File: src/rtl/conv_maxpool2x2.sv
// conv_maxpool2x2
//   Streaming 2x2 max-pool (stride 1) behind the 2x2 convolution engine.
//   Samples arrive in raster order, one per cycle at most. One map row is
//   held in a line buffer. Every sample at (row>=1, col>=1) closes a 2x2
//   window, and the maximum of that window is emitted one cycle later.
//   A running sum of the pooled values is published when each frame ends.
//
// Parameters
//   MAP_W, MAP_H : feature-map width / height (both >= 2)
//   DATA_W       : unsigned sample width
//   SUM_W        : frame-sum accumulator width (wraps modulo 2^SUM_W)
//
// Ports
//   CLK        : clock, rising edge
//   RST        : synchronous active-high reset
//   in_valid   : in_data holds the next raster-ordered sample
//   in_data    : convolution result
//   out_valid  : out_data holds a pooled value (single-cycle pulse)
//   out_data   : 2x2 maximum
//   out_last   : final pooled value of the frame (only with out_valid)
//   sum_valid  : pulse; sum_out has just been updated
//   sum_out    : sum of all pooled values of the last completed frame
module conv_maxpool2x2 #(
  parameter int MAP_W  = 3,
  parameter int MAP_H  = 3,
  parameter int DATA_W = 8,
  parameter int SUM_W  = 12
) (
  input  logic              CLK,
  input  logic              RST,
  input  logic              in_valid,
  input  logic [DATA_W-1:0] in_data,
  output logic              out_valid,
  output logic [DATA_W-1:0] out_data,
  output logic              out_last,
  output logic              sum_valid,
  output logic [SUM_W-1:0]  sum_out
);

  localparam int CW = $clog2(MAP_W);
  localparam int RW = $clog2(MAP_H);
  localparam logic [CW-1:0] COL_LAST = CW'(MAP_W - 1);
  localparam logic [RW-1:0] ROW_LAST = RW'(MAP_H - 1);

  // Previous row. It is never cleared: row 0 of every frame rewrites each
  // entry before any pooled value depends on it.
  logic [DATA_W-1:0] lb [0:MAP_W-1];

  logic [CW-1:0]     col_reg;
  logic [RW-1:0]     row_reg;
  logic [DATA_W-1:0] prev_cur_reg;  // sample at (row, col-1)
  logic [DATA_W-1:0] prev_up_reg;   // sample at (row-1, col-1)
  logic [SUM_W-1:0]  acc_reg;

  logic [DATA_W-1:0] lb_rd;         // sample at (row-1, col)
  logic [DATA_W-1:0] max_up;
  logic [DATA_W-1:0] max_cur;
  logic [DATA_W-1:0] pool_max;
  logic              col_last;
  logic              row_last;
  logic              emit;
  logic              frame_end;
  logic [CW-1:0]     col_next;
  logic [RW-1:0]     row_next;
  logic [SUM_W-1:0]  acc_next;

  always_comb begin
    lb_rd    = lb[col_reg];
    max_up   = (prev_up_reg  >= lb_rd)   ? prev_up_reg  : lb_rd;
    max_cur  = (prev_cur_reg >= in_data) ? prev_cur_reg : in_data;
    pool_max = (max_up >= max_cur) ? max_up : max_cur;

    col_last = (col_reg == COL_LAST);
    row_last = (row_reg == ROW_LAST);

    // Row 0 is the fill phase and column 0 has no left neighbour:
    // neither produces a pooled value.
    emit      = in_valid && (row_reg != '0) && (col_reg != '0);
    frame_end = emit && col_last && row_last;

    col_next = col_last ? '0 : col_reg + CW'(1);
    row_next = row_reg;
    if (col_last) begin
      row_next = row_last ? '0 : row_reg + RW'(1);
    end

    acc_next = acc_reg + SUM_W'(pool_max);
  end

  always_ff @(posedge CLK) begin
    if (RST) begin
      col_reg      <= '0;
      row_reg      <= '0;
      prev_cur_reg <= '0;
      prev_up_reg  <= '0;
      acc_reg      <= '0;
      out_valid    <= 1'b0;
      out_last     <= 1'b0;
      sum_valid    <= 1'b0;
      out_data     <= '0;
      sum_out      <= '0;
    end else begin
      out_valid <= 1'b0;
      out_last  <= 1'b0;
      sum_valid <= 1'b0;
      if (in_valid) begin
        col_reg      <= col_next;
        row_reg      <= row_next;
        prev_cur_reg <= in_data;
        prev_up_reg  <= lb_rd;
        if (emit) begin
          out_valid <= 1'b1;
          out_data  <= pool_max;
          if (frame_end) begin
            out_last  <= 1'b1;
            sum_valid <= 1'b1;
            sum_out   <= acc_next;
            acc_reg   <= '0;
          end else begin
            acc_reg <= acc_next;
          end
        end
      end
    end
  end

  // Line buffer write: the read above uses the old entry in the same cycle.
  always_ff @(posedge CLK) begin
    if (!RST && in_valid) begin
      lb[col_reg] <= in_data;
    end
  end

endmodule
File: config.mk
export PLATFORM = sky130hd
export DESIGN_NAME = conv_maxpool2x2
export DESIGN_NICKNAME = d
export VERILOG_FILES = /design/src/rtl/conv_maxpool2x2.sv
export SDC_FILE = /design/constraint.sdc
export NUM_CORES = 1
export LEC_CHECK = 0
export BUFFER_PORTS_ARGS = -buffer_cell sky130_fd_sc_hd__buf_2
export CAP_MARGIN = 5
export CORE_MARGIN = 4
export CORE_UTILIZATION = 65
export CTS_CLUSTER_DIAMETER = 80
export DETAILED_ROUTE_END_ITERATION = 10
export GPL_TIMING_DRIVEN = 0
export PLACE_DENSITY = 0.94
export RECOVER_POWER = 25
export REMOVE_ABC_BUFFERS = 1
export SYNTH_ARGS = -nofsm -noshare
export SYNTH_HDL_FRONTEND = slang
export SYNTH_SLANG_ARGS = --single-unit
File: constraint.sdc
create_clock -name CLK -period 11.3 [get_ports CLK]
set_input_delay 0.565 -clock CLK [delete_from_list [all_inputs] [get_ports CLK]]
set_output_delay 0.565 -clock CLK [all_outputs]
set_load 0.02 [all_outputs]
==> results.py, run 1 <==
metrics = {
    "final_layout": {
        "final_common_cell": "dfxtp_1",
        "diodes": 0,
        "layout_common_cells": "dfxtp_1, mux2i_1, nor2_1",
        "fin_cells": 548,
        "postLayoutCoreUtil_pct": 74.3,
        "post_route_cells_drive_above_1_share_pct": 10.6,
        "largest_reg_flops": 24,
        "nets": 510,
        "fillers": 404,
        "area_delta_synth_final_pct": 9.08,
    },
    "setup_path": {
        "slowest_delay_ns": 0.99,
        "crit_slowest_cell": "a21oi_1",
        "critPathLaunchType": "flop",
        "critPathBufInv": 3,
        "cp_top_family": "compound AO/OA/AOI/OAI gates",
        "crit_chain": "mux2i_1, o21ai_0, inv_1, ha_1, nand4_1, o31ai_4, mux2i_1, inv_1, ha_1, nor3b_1, o21ai_0, a21oi_1, mux2i_1, ha_1, inv_1, fa_1, nor2b_1, o211ai_1, a21boi_1, o21a_1, o311ai_0",
        "reg2reg_slack_ns": 4.25,
        "crit_arrival_ns": 7.25,
        "crit_required_ns": 11.50,
        "critical_path_class": "reg2reg",
        "critPathMaxFanout": 11,
        "worst_setup_path_end_kind": "flop",
        "r2r_end": "acc_reg[10]",
        "reg2reg_depth": 21,
    },
    "drt": {
        "wl_mm": 10.1,
        "first_iter_violations": 317,
        "num_vias": 3593,
        "drcViolationCount": 0,
        "wire_per_inst_um": 18.5,
        "ant_nets": 0,
        "vias_per_cell": 6.56,
        "first_pass_iters": 5,
    },
    "min_path": {
        "hold_path_depth": 2,
        "hold-path-endpoint": "sum_out[5]",
        "hold_path_class": "reg2reg",
        "holdCritStartpoint": "sum_out[5]",
    },
    "clock_tree": {
        "cts_buffers": 9,
        "clk_pin_slew_ns": 0.08,
        "cts_hold_buf": 0,
        "clock_sinks": 80,
        "root_buffer": "clkbuf_8",
        "clk_path_buf_depth": 2,
        "cts_tree": "done",
        "clk_latency_ns": 0.36,
        "cts_setup_buffers": 0,
        "h-tree-depth": 3,
        "cts_resized": 0,
    },
    "placement": {
        "dpl.cell_count": 532,
        "routabilityCongestion": 0.874,
        "hpwl_mm": 6.69,
        "portBuffers": 33,
    },
    "outcome": {
        "violations": "max-capacitance violations, max-slew violations",
        "outcome": "finished, violations left",
    },
    "yosys": {
        "synthTopCellsByArea": "dfxtp_1, edfxtp_1, mux2i_1",
        "synthArstFlopShare_pct": 0,
        "synth_edf_count": 24,
        "yosysWarnings": 0,
        "synth_area_mm2": 0.00440,
        "seq_area_frac_synth_pct": 41.9,
        "synth_cell_type_count": 50,
        "synth_top_area_share_pct": 25.5,
        "yosysTopAreaCell": "dfxtp_1",
        "avgSynthCellArea_um2": 9.88,
        "synth_top_flop_cell": "dfxtp_1",
        "synthCells": 445,
        "postSynthRegisterBits": 80,
    },
    "timing": {
        "worstMarginPinSlew_ns": 2.68,
        "rsz0062_at_grt": "false",
        "slew_viol_final": 67,
        "setup_tns_ns": 0,
        "whs_ns": 0.453,
        "slew_headroom_pct": -78.4,
        "finalSetupViolations": 0,
        "period_share_pct": 62.3,
        "finalCriticalPeriod_ns": 7.05,
        "finClkSkew_ns": 0.0135,
        "max_freq_ghz": 0.142,
        "hold_viol": 0,
    },
    "floorplanning": {
        "coreArea_mm2": 0.00646,
        "die-area_mm2": 0.00814,
        "ios": 34,
        "start_util_pct": 68.1,
        "dieWidth_um": 90.2,
        "die_y_um": 90.2,
        "row_count": 29,
    },
    "power_and_ir_drop": {
        "p_sw_mw": 0.200,
        "peakVddDrop_mv": 0.0956,
        "internal_power_mw": 0.493,
        "power_frac_seq_pct": 44.9,
        "p_per_area_mw_per_mm2": 145,
        "pwr-share-clk_pct": 33.8,
        "p_leak_nw": 1.99,
        "switching_share_pct": 28.9,
        "combPwrFrac_pct": 21.3,
    },
    "global_route": {
        "antenna_found_initial": 0,
        "grt_overflow": 0,
        "grt_pass1_wl_mm": 16.6,
        "grt_max_degree": 67,
        "grt.total_usage_pct": 25.1,
        "grt_pass1_vias": 3558,
    },
    "job": {
        "max_cap_violations": 1,
    },
}
-- worst max path at each step --
stage | end | cells after the start | from
floorplan | acc_reg[10] | 21 | flop
global placement | acc_reg[10] | 21 | flop
detailed placement | acc_reg[10] | 21 | flop
CTS | acc_reg[10] | 21 | flop
global route | acc_reg[10] | 21 | flop
finish | acc_reg[10] | 21 | flop
-- per-layer routing --
| layer | vias up | share of wire (%) | GRT usage (%) |
|---|---|---|---|
| li1 | 1666 | - | - |
| met1 | 1689 | 40 | 31.7 |
| met2 | 198 | 50 | 41.1 |
| met3 | 40 | 7.3 | 5.43 |
| met4 | 0 | 3.0 | 11.7 |
| met5 | - | 0 | 0 |
-- Yosys cell counts (2+ instances only) --
cell and count:
a2111oi_4 2, a21o_1 3, a21oi_1 23, a22oi_1 4
a32oi_1 2, and2_1 2, buf_1 5, buf_2 5
clkbuf_1 13, dfxtp_1 56, edfxtp_1 24, ha_1 32
inv_1 27, mux2i_1 49, nand2_1 35, nand2b_1 5
nand3_1 4, nand3b_1 15, nand4_1 2, nor2_1 39
nor2b_1 5, nor3_1 9, nor3b_1 3, o2111ai_1 5
o211ai_1 11, o21a_1 12, o21ai_0 15, o21bai_1 2
o221ai_1 9, o31ai_1 2, o31ai_4 2, or3_1 4
xnor2_1 2
-- area by class of cell --
type | count | area [um^2] | area share (%)
clock buffers | 11 | 141 | 2.95
clock inverters | 5 | 80.1 | 1.67
inverters | 27 | 101 | 2.11
multi-input cells | 314 | 2370 | 49.3
flip-flops and latches | 80 | 1840 | 38.4
well taps | 77 | 96.3 | 2.01
repair buffers | 34 | 169 | 3.52
-- power groups by stage --
stage	Sequential [mW]	Combinational [mW]	Clock [mW]
final	0.312	0.147	0.234
after global routing	0.312	0.159	0.251
after CTS	0.311	0.144	0.235
after detailed placement	0.318	0.141	0
after global placement	0.317	0.130	0
after floorplan	0.315	0.104	0
-- worst min-delay path: stages (launching register included) --
cell and delay, ns:
dfxtp_1 0.31, nand2_1 0.05, a21oi_1 0.05
-- metrics by stage --
stage / setup slack [ns] / instance area, um^2 / power, mW
after floorplan: 5.87 / 4300 / 0.419
after global placement: 4.95 / 4560 / 0.447
after detailed placement: 4.62 / 4590 / 0.458
after CTS: 4.40 / 4810 / 0.690
after global routing: 3.84 / 4800 / 0.722
final: 4.25 / 4800 / 0.693
-- logic make-up (layout without fill, tap and decap cells) --
| logic type | after synthesis | after routing | synth area share, % |
|---|---|---|---|
| simple gates | 132 | 132 | 15.7 |
| fa+ha+maj | 33 | 33 | 9.56 |
| compound gates | 97 | 97 | 16.4 |
| flops | 80 | 80 | 41.9 |
| buf+inv | 51 | 77 | 4.58 |
| xor+xnor | 2 | 2 | 0.398 |
| mux | 50 | 50 | 11.5 |
No activity file was read; power rests on OpenSTA's default activity.
==> run 2: changes to the inputs <==
--- a/config.mk
+++ b/config.mk
@@ -8,11 +8,11 @@
 export BUFFER_PORTS_ARGS = -buffer_cell sky130_fd_sc_hd__buf_2
 export CAP_MARGIN = 5
 export CORE_MARGIN = 4
-export CORE_UTILIZATION = 65
+export CORE_UTILIZATION = 54
 export CTS_CLUSTER_DIAMETER = 80
 export DETAILED_ROUTE_END_ITERATION = 10
 export GPL_TIMING_DRIVEN = 0
-export PLACE_DENSITY = 0.94
+export PLACE_DENSITY = 0.85
 export RECOVER_POWER = 25
 export REMOVE_ABC_BUFFERS = 1
 export SYNTH_ARGS = -nofsm -noshare
==> constraint.sdc (replaced) <==
create_clock -name CLK -period 5.8 [get_ports CLK]
set_input_delay 0.29 -clock CLK [delete_from_list [all_inputs] [get_ports CLK]]
set_output_delay 0.29 -clock CLK [all_outputs]
set_load 0.02 [all_outputs]
==> results.py, run 2 (synthesized netlist as in run 1, its figures left out) <==
metrics = {
    "setup_path": {
        "critPathMaxFanout": 8,
        "critical_path_class": "reg2reg",
        "critPathLaunchType": "flop",
        "crit_arrival_ns": 5.72,
        "worst_setup_path_end_kind": "flop",
        "crit_required_ns": 6.03,
    },
    "min_path": {
        "hold_path_class": "in2reg",
    },
    "timing": {
        "worstMarginPinSlew_ns": 2.65,
        "whs_ns": 0.257,
        "slew_viol_final": 67,
        "finalCriticalPeriod_ns": 5.49,
        "max_freq_ghz": 0.182,
        "finClkSkew_ns": 0.0143,
        "period_share_pct": 94.6,
        "finalSetupViolations": 0,
        "hold_viol": 0,
        "slew_headroom_pct": -76.8,
        "setup_tns_ns": 0,
    },
    "final_layout": {
        "largest_reg_flops": 24,
        "area_delta_synth_final_pct": 11.9,
        "nets": 520,
        "diodes": 0,
        "final_common_cell": "dfxtp_1",
        "post_route_cells_drive_above_1_share_pct": 13.7,
        "multiInputGateArea_mm2": 0.00238,
        "fin_cells": 583,
        "fillers": 611,
        "register_area_mm2": 0.00184,
        "layout_common_cells": "dfxtp_1, mux2i_1, nor2_1",
    },
    "drt": {
        "first_iter_violations": 182,
        "wl_mm": 9.94,
        "wire_per_inst_um": 17.0,
        "drcViolationCount": 0,
        "vias_per_cell": 5.95,
        "first_pass_iters": 4,
        "num_vias": 3467,
        "ant_nets": 0,
    },
    "floorplanning": {
        "die-area_mm2": 0.00965,
        "coreArea_mm2": 0.00781,
        "die_y_um": 98.2,
        "start_util_pct": 56.3,
        "dieWidth_um": 98.2,
        "ios": 34,
        "row_count": 32,
    },
    "placement": {
        "routabilityCongestion": 0.852,
        "dpl.cell_count": 557,
        "portBuffers": 33,
        "hpwl_mm": 6.66,
    },
    "outcome": {
        "violations": "max-capacitance violations, max-slew violations",
        "outcome": "finished, violations left",
    },
    "power_and_ir_drop": {
        "p_leak_nw": 2.04,
        "power_mw": 1.38,
        "p_per_area_mw_per_mm2": 281,
        "peakVddDrop_mv": 0.180,
    },
    "clock_tree": {
        "clk_latency_ns": 0.37,
        "clk_pin_slew_ns": 0.09,
        "clock_sinks": 80,
        "h-tree-depth": 3,
        "root_buffer": "clkbuf_8",
        "clk_path_buf_depth": 2,
        "cts_tree": "done",
        "cts_buffers": 9,
    },
    "job": {
        "max_cap_violations": 1,
    },
    "global_route": {
        "grt_max_degree": 67,
        "grt.total_usage_pct": 21.0,
        "grt_overflow": 0,
        "grt_pass1_vias": 3379,
        "grt_pass1_wl_mm": 16.3,
        "antenna_found_initial": 0,
    },
}
==> run 2: changes by cell type in the layout (fill, tap and decap cells not counted), sizes merged <==
cell      before  now
clkinvlp       1    3
clkinv         2    1
clkbuf        20   19
buf           25   34
inv           27   28
==> run 2: report_power, final <==
part | leakage, nW | total (mW) | internal (mW) | switching [mW]
Combinational | 1.26 | 0.315 | 0.138 | 0.177
Sequential | 0.674 | 0.606 | 0.591 | 0.0150
Clock | 0.0995 | 0.463 | 0.242 | 0.220
Total | 2.04 | 1.38 | 0.971 | 0.413
==> run 2: worst paths after layout <==
path,slack [ns],from,cells past startpoint,to
worst max-delay path,0.31,flop,21,acc_reg[10]
worst min-delay path,0.26,in_data[3],1,lb[1][3]
worst max register to register,0.31,flop,21,acc_reg[10]
worst min register to register,0.46,sum_out[5],2,sum_out[5]
==> run 2: timing repair <==
item,CTS,global route
resized for setup,4,5
endpoints found under the setup margin,20,14
hold buffers,0,0
setup buffers,3,6
pin swaps,1,1
==> run 2: worst max-delay path, stage by stage (launching register included) <==
cell       delay [ns]
dfxtp_2          0.49
mux2i_1          0.11
o21ai_1          0.28
ha_1             0.30
nand2b_1         0.18
a2111oi_4        0.42
o31ai_4          0.12
buf_4            0.17
mux2i_1          0.33
inv_1            0.09
ha_1             0.32
a21oi_1          0.16
o21ai_0          0.16
a21oi_4          0.23
buf_4            0.19
mux2_4           0.31
fa_1             0.44
nor2b_1          0.17
o211ai_1         0.11
a21boi_2         0.34
o21a_1           0.27
o311ai_0         0.15
==> run 2: area by class of cell <==
type	instances	area share, %
clock buffers	9	2.52
flip-flops and latches	80	37.5
clock inverters	7	1.93
multi-input cells	314	48.5
inverters	27	2.06
well taps	102	2.59
repair buffers	44	4.91
==> run 2: per-stage QoR <==
stage,setup WS (ns),instance area (um^2),utilization (%)
floorplan,0.369,4300,-
global placement,-0.611,4590,58.8
detailed placement,-0.760,4620,59.1
CTS,0.0872,4870,62.4
global route,-0.0411,4920,63.0
finish,0.311,4920,63.0
==> run 2: routing by layer <==
metal	GRT usage [%]	routed length, um
met5	0	0
met4	8.30	149
met3	2.71	414
met2	35.4	5090
met1	27.3	4280
